===== src/rtl/jtag_master.sv =====
// jtag_master: command-driven JTAG initiator.
// Runs TAP reset, IR shift, DR shift and Run-Test/Idle clock sequences on
// the JTAG pads. Commands and responses use valid/ready handshakes.
//   clk_p, rstn         system clock, asynchronous active-low reset
//   cmd_valid/cmd_ready command handshake; cmd_op, cmd_len, cmd_data payload
//   rsp_valid/rsp_ready response handshake; rsp_data captured TDO bits
//   busy                sequence in progress
//   tck_o, tms_o, tdi_o, tdo_i, trstn_o   JTAG pads
module jtag_master #(
  parameter int unsigned CLK_DIV = 4,
  parameter int unsigned MAX_LEN = 64,
  parameter int unsigned LEN_W   = 7
) (
  input  logic               clk_p,
  input  logic               rstn,
  input  logic               cmd_valid,
  output logic               cmd_ready,
  input  logic [1:0]         cmd_op,
  input  logic [LEN_W-1:0]   cmd_len,
  input  logic [MAX_LEN-1:0] cmd_data,
  output logic               rsp_valid,
  input  logic               rsp_ready,
  output logic [MAX_LEN-1:0] rsp_data,
  output logic               busy,
  output logic               tck_o,
  output logic               tms_o,
  output logic               tdi_o,
  input  logic               tdo_i,
  output logic               trstn_o
);
  localparam int unsigned PH_W  = $clog2(2 * CLK_DIV);
  localparam int unsigned IDX_W = $clog2(MAX_LEN);
  localparam logic [PH_W-1:0]  PH_LAST = PH_W'(2 * CLK_DIV - 1);
  localparam logic [PH_W-1:0]  PH_HIGH = PH_W'(CLK_DIV);
  localparam logic [PH_W-1:0]  PH_PRE  = PH_W'(CLK_DIV - 1);
  localparam logic [LEN_W-1:0] MAX_L   = LEN_W'(MAX_LEN);

  typedef enum logic [2:0] {IDLE, RST_SEQ, SEL, SHIFT, EXIT, RTI_WAIT, RESP} state_e;
  typedef enum logic [1:0] {OP_RST = 2'b00, OP_IR = 2'b01, OP_DR = 2'b10, OP_RTI = 2'b11} op_e;

  state_e             state_q, state_d;
  op_e                op_q, op_d;
  logic [PH_W-1:0]    ph_q, ph_d;
  logic [LEN_W-1:0]   cnt_q, cnt_d;
  logic [LEN_W-1:0]   len_q, len_d;
  logic [MAX_LEN-1:0] data_q, data_d;
  logic [MAX_LEN-1:0] rsp_q, rsp_d;
  logic               tms_q, tms_d;
  logic               tdi_q, tdi_d;
  logic               init_q;
  logic [LEN_W-1:0]   last_idx;
  logic               running;

  // TMS for TCK number idx within a state, TAP assumed to start in Run-Test/Idle.
  function automatic logic tms_at(input state_e st, input logic [LEN_W-1:0] idx,
                                  input op_e op, input logic [LEN_W-1:0] len);
    tms_at = 1'b0;
    case (st)
      RST_SEQ: tms_at = (idx < LEN_W'(5));
      SEL:     tms_at = (op == OP_IR) ? (idx < LEN_W'(2)) : (idx == '0);
      SHIFT:   tms_at = (idx == len - LEN_W'(1));
      EXIT:    tms_at = (idx == '0);
      default: tms_at = 1'b0;
    endcase
  endfunction

  assign running   = (state_q != IDLE) && (state_q != RESP);
  assign cmd_ready = (state_q == IDLE) && init_q;
  assign rsp_valid = (state_q == RESP);
  assign rsp_data  = rsp_q;
  assign busy      = running;
  assign tck_o     = running && (ph_q >= PH_HIGH);
  assign tms_o     = tms_q;
  assign tdi_o     = tdi_q;
  assign trstn_o   = init_q && (state_q != RST_SEQ);

  always_comb begin
    last_idx = '0;
    case (state_q)
      RST_SEQ:         last_idx = LEN_W'(5);
      SEL:             last_idx = (op_q == OP_IR) ? LEN_W'(3) : LEN_W'(2);
      SHIFT, RTI_WAIT: last_idx = len_q - LEN_W'(1);
      EXIT:            last_idx = LEN_W'(1);
      default:         last_idx = '0;
    endcase
  end

  always_comb begin
    state_d = state_q;
    op_d    = op_q;
    ph_d    = ph_q;
    cnt_d   = cnt_q;
    len_d   = len_q;
    data_d  = data_q;
    rsp_d   = rsp_q;
    tms_d   = tms_q;
    tdi_d   = tdi_q;
    unique case (state_q)
      IDLE: begin
        if (cmd_valid && cmd_ready) begin
          op_d   = op_e'(cmd_op);
          data_d = cmd_data;
          rsp_d  = '0;
          ph_d   = '0;
          cnt_d  = '0;
          case (op_d)
            OP_RST:       state_d = RST_SEQ;
            OP_IR, OP_DR: state_d = SEL;
            default:      state_d = RTI_WAIT;
          endcase
          if (op_d == OP_RTI)      len_d = cmd_len;
          else if (cmd_len == '0)  len_d = LEN_W'(1);
          else if (cmd_len > MAX_L) len_d = MAX_L;
          else                     len_d = cmd_len;
          tms_d = tms_at(state_d, '0, op_d, len_d);
          tdi_d = 1'b0;
        end
      end
      RESP: begin
        if (rsp_ready) state_d = IDLE;
      end
      default: begin
        if (state_q == RTI_WAIT && len_q == '0) begin
          state_d = RESP;
        end else if (ph_q == PH_LAST) begin
          // Period boundary: TCK falls here, so TMS/TDI for the next bit load now.
          ph_d = '0;
          if (cnt_q == last_idx) begin
            cnt_d = '0;
            case (state_q)
              SEL:     state_d = SHIFT;
              SHIFT:   state_d = EXIT;
              default: state_d = RESP;
            endcase
          end else begin
            cnt_d = cnt_q + LEN_W'(1);
          end
          tms_d = tms_at(state_d, cnt_d, op_q, len_q);
          tdi_d = (state_d == SHIFT) ? data_q[cnt_d[IDX_W-1:0]] : 1'b0;
        end else begin
          ph_d = ph_q + PH_W'(1);
          // TCK rises on this edge; capture TDO for the current shift bit.
          if (state_q == SHIFT && ph_q == PH_PRE) rsp_d[cnt_q[IDX_W-1:0]] = tdo_i;
        end
      end
    endcase
  end

  always_ff @(posedge clk_p or negedge rstn) begin
    if (!rstn) begin
      state_q <= IDLE;
      op_q    <= OP_RST;
      ph_q    <= '0;
      cnt_q   <= '0;
      len_q   <= '0;
      data_q  <= '0;
      rsp_q   <= '0;
      tms_q   <= 1'b1;
      tdi_q   <= 1'b0;
      init_q  <= 1'b0;
    end else begin
      state_q <= state_d;
      op_q    <= op_d;
      ph_q    <= ph_d;
      cnt_q   <= cnt_d;
      len_q   <= len_d;
      data_q  <= data_d;
      rsp_q   <= rsp_d;
      tms_q   <= tms_d;
      tdi_q   <= tdi_d;
      init_q  <= 1'b1;
    end
  end
endmodule

===== config.mk =====
export PLATFORM = sky130hd
export DESIGN_NAME = jtag_master
export DESIGN_NICKNAME = d
export VERILOG_FILES = /design/src/rtl/jtag_master.sv
export SDC_FILE = /design/constraint.sdc
export NUM_CORES = 1
export LEC_CHECK = 0
export ABC_AREA = 1
export CAP_MARGIN = 20
export CORE_MARGIN = 3
export CORE_UTILIZATION = 53
export DETAILED_ROUTE_END_ITERATION = 6
export GPL_TIMING_DRIVEN = 0
export HOLD_SLACK_MARGIN = 0.02
export PLACE_DENSITY = 0.92
export SETUP_SLACK_MARGIN = 0.5
export SYNTH_ARGS = -nofsm -noshare
export SYNTH_HDL_FRONTEND = slang
export SYNTH_SLANG_ARGS = --single-unit

===== constraint.sdc =====
create_clock -name clk_p -period 3.4 [get_ports clk_p]
set_clock_uncertainty 0.05 [all_clocks]
set_input_delay 0.34 -clock clk_p [delete_from_list [all_inputs] [get_ports clk_p]]
set_output_delay 0.34 -clock clk_p [all_outputs]
set_load 0.02 [all_outputs]

==> impl_metrics.env <==
export IMPL_grt_ovfl_total=0
export IMPL_power_mw=10.36
export IMPL_violations="DRC"
export IMPL_fin_crit_sh_pct=80.62
export IMPL_yosysMostFrequentCell="nand2_1"
export IMPL_dpl_instance_area_um2=9793
export IMPL_worstPathArrival_ns=3.02
export IMPL_syn_area_um2=8010
export IMPL_dp_cells=1370
export IMPL_ctsLongestPathBuffers=2
export IMPL_grt_pass1_vias=7906
export IMPL_cts_root_buf="clkbuf_16"
export IMPL_ys_top_cells_by_area="dfrtp_1 47%, nand2_1 16%, nand3_1 6.7%"
export IMPL_num_vias=8310
export IMPL_worst_pin_slew_ns=0.8417
export IMPL_fin_area_um2=10540
export IMPL_ir_drop_mv=0.6666
export IMPL_die_w_um=128.9
export IMPL_combPwrFrac_pct=53.7
export IMPL_antenna_found_initial=0
export IMPL_max_freq_mhz=364.8
export IMPL_finalHoldViolCount=0
export IMPL_io_buffer_count=148
export IMPL_cts_tree="done"
export IMPL_routedWlPerCell_um=17.40
export IMPL_crit_path_end_kind="flop"
export IMPL_clockPowerShare_pct=18.1
export IMPL_relSlewSlack_pct=43.68
export IMPL_boundaryPins=149
export IMPL_holdWs_ns=0.3885
export IMPL_powerDensity_nw_per_um2=983.3
export IMPL_track_usage_pct=29.33
export IMPL_drc=3
export IMPL_synth_main_ff_cell="dfrtp_1"
export IMPL_area_growth_pct=31.52
export IMPL_period_minus_slack_ns=2.741
export IMPL_first_pass_iters=7
export IMPL_cellInternalPower_mw=5.656
export IMPL_tns_ns=0
export IMPL_routed_wl_um=24480
export IMPL_syn_instance_count=1031
export IMPL_synth_edff_count=0
export IMPL_final_layout_size_suffix_gt1_share_pct=9.158
export IMPL_die_h_um=128.9
export IMPL_p_leak_nw=4.885
export IMPL_hold_class="primary input to flop"
export IMPL_fin_ws_ns=0.6588
export IMPL_viasPerCell=5.906
export IMPL_p_sw_mw=4.703
export IMPL_cts_max_level=4
export IMPL_path_clk_slew_ns=0.06
export IMPL_synth_top_cell_by_area="dfrtp_1"
export IMPL_ys_warn_count=0
export IMPL_synthTopCellsByCount="333 x nand2_1, 152 x dfrtp_1, 108 x nand3_1"
export IMPL_synth_nets=1116
export IMPL_synth_top_cell_area_share_pct=47.49
export IMPL_path_max_fanout=9
export IMPL_antenna_cells=0
export IMPL_fin_cells=1407
export IMPL_ys_seq_area_share_pct=47.81
export IMPL_numClockSinks=153
export IMPL_grt_pass1_wl_um=38630
export IMPL_gp_congestion=0.9270
export IMPL_final_nets=1296
export IMPL_clk_latency_ns=0.43
export IMPL_grt_max_degree=92
export IMPL_dpl_hpwl_um=17320
export IMPL_die_area_um2=16620
export IMPL_setup_viol_count_final=0
export IMPL_yosysUniqueCellTypes=41
export IMPL_num_rows=44
export IMPL_dpl_worst_slack_ns=0.4630
export IMPL_seq_power_share_pct=28.2
export IMPL_avgSynthCellArea_um2=7.769
export IMPL_initial_core_util_pct=54.70
export IMPL_drv_slew=0
export IMPL_synthArstFlopShare_pct=100.0
export IMPL_worst_ep_required_time_ns=3.68
export IMPL_post_route_util_pct=71.94
export IMPL_status="complete, but fails checks"
export IMPL_drt_iter0_drc=1039
export IMPL_fill_cells=1071
export IMPL_path_class="flop to flop"
export IMPL_cts_made_buffers=17
export IMPL_max_cap_violations=0
export IMPL_core_area_um2=14640
export IMPL_ant_nets=0
export IMPL_cp_start_kind="flop"
export IMPL_netSwitchingFraction_pct=45.40
export IMPL_ys_ff_latch=153
export IMPL_grt_setup_unrepaired="true"
==> logic make-up after synthesis <==
family	synth area share, %
and+or+nand+nor	27.63
AOI/OAI and AO/OA	15.15
DFF	47.81
buffers and inverters	7.263
xor gates and xnor gates	0.8748
adders and majority gates	1.093
other	0.04682
muxes	0.1250
==> cell type report <==
| type | instances | area (µm²) | area share, % |
|---|---|---|---|
| Inverter | 79 | 300.3 | 2.850 |
| Clock buffer | 21 | 450.4 | 4.276 |
| Multi-Input combinational cell | 744 | 3690 | 35.02 |
| Sequential cell | 153 | 3834 | 36.39 |
| Buffer | 55 | 301.5 | 2.862 |
| Tap cell | 184 | 230.2 | 2.185 |
| Clock inverter | 10 | 118.9 | 1.128 |
| Timing Repair Buffer | 161 | 1610 | 15.28 |
==> power by group through the flow <==
| stage | Clock [mW] | Combinational [mW] | Sequential (mW) |
|---|---|---|---|
| 2_1_floorplan | 0 | 3.51 | 2.94 |
| 3_3_place_gp | 0 | 4.97 | 2.88 |
| 3_5_place_dp | 0 | 5.13 | 2.90 |
| 4_1_cts | 1.87 | 5.21 | 2.88 |
| 5_1_grt | 1.96 | 6.07 | 2.97 |
| 6_report | 1.88 | 5.56 | 2.92 |
==> worst paths after layout <==
kind                                     endpoint                   start  slack [ns]  cells past startpoint
setup / recovery                tdi_o$_DFFE_PN0P_    cnt_q[0]$_DFFE_PN0P_        0.66                     12
hold / removal             data_q[44]$_DFFE_PN0P_            cmd_data[44]        0.39                      3
setup reg to reg                tdi_o$_DFFE_PN0P_    cnt_q[0]$_DFFE_PN0P_        0.66                     12
hold reg to reg            data_q[17]$_DFFE_PN0P_  data_q[17]$_DFFE_PN0P_        0.43                      2
max in group asynchronous    cnt_q[4]$_DFFE_PN0P_                    rstn        2.03                      3
min in group asynchronous    len_q[3]$_DFFE_PN0P_                    rstn        0.43                      2
==> worst max-delay path, cell delays in order, from the launching register on <==
cell,delay [ns]
dfrtp_1,0.35
buf_2,0.26
inv_2,0.19
nor2_2,0.42
inv_1,0.27
nand2_1,0.13
nand3_2,0.23
inv_1,0.25
nand3_1,0.16
nand3_1,0.11
nand3_1,0.08
nand3_1,0.08
nand2_1,0.05
==> state kept, by name, indices dropped and copies added (netlist names) <==
name	cells
data_q	64
rsp_data	64
cnt_q	7
len_q	7
ph_q	3
state_q	3
op_q	2
init_q	1
tdi_o	1
tms_o	1
==> layer usage <==
layer	track usage [%]	wire, µm	share of wire [%]
met5	0	0	0
met4	14.39	1089	4.4
met2	47.29	11680	48
met1	37.50	9417	38
met3	6.559	2287	9.3
==> cells in the final DEF, fill, tap and decap left out, types with 3 or more instances in the layout <==
cell	n
nand4_1	5
buf_6	6
o22ai_1	25
clkbuf_16	17
ha_1	6
nor2_2	5
dfrtp_2	3
inv_2	9
nor3_1	9
a21oi_1	67
nand3_2	7
nor2_1	38
xor2_1	4
clkbuf_1	26
clkdlybuf4s50_1	145
buf_4	11
buf_1	9
xnor2_1	3
clkinvlp_4	4
clkbuf_2	3
o31ai_1	49
nand3_1	105
buf_2	10
nand2_2	10
o21ai_0	63
nand2_1	328
inv_1	68
dfrtp_1	149
nor2_4	3
==> timing repair <==
item                                   CTS  global route
resized for setup                        7            39
hold buffers                             1             0
pin swaps                                0             7
endpoints found under the hold margin   62             0
setup buffers                            0             5
setup endpoints to repair                4            63
No activity file was read; power rests on OpenSTA's default activity.
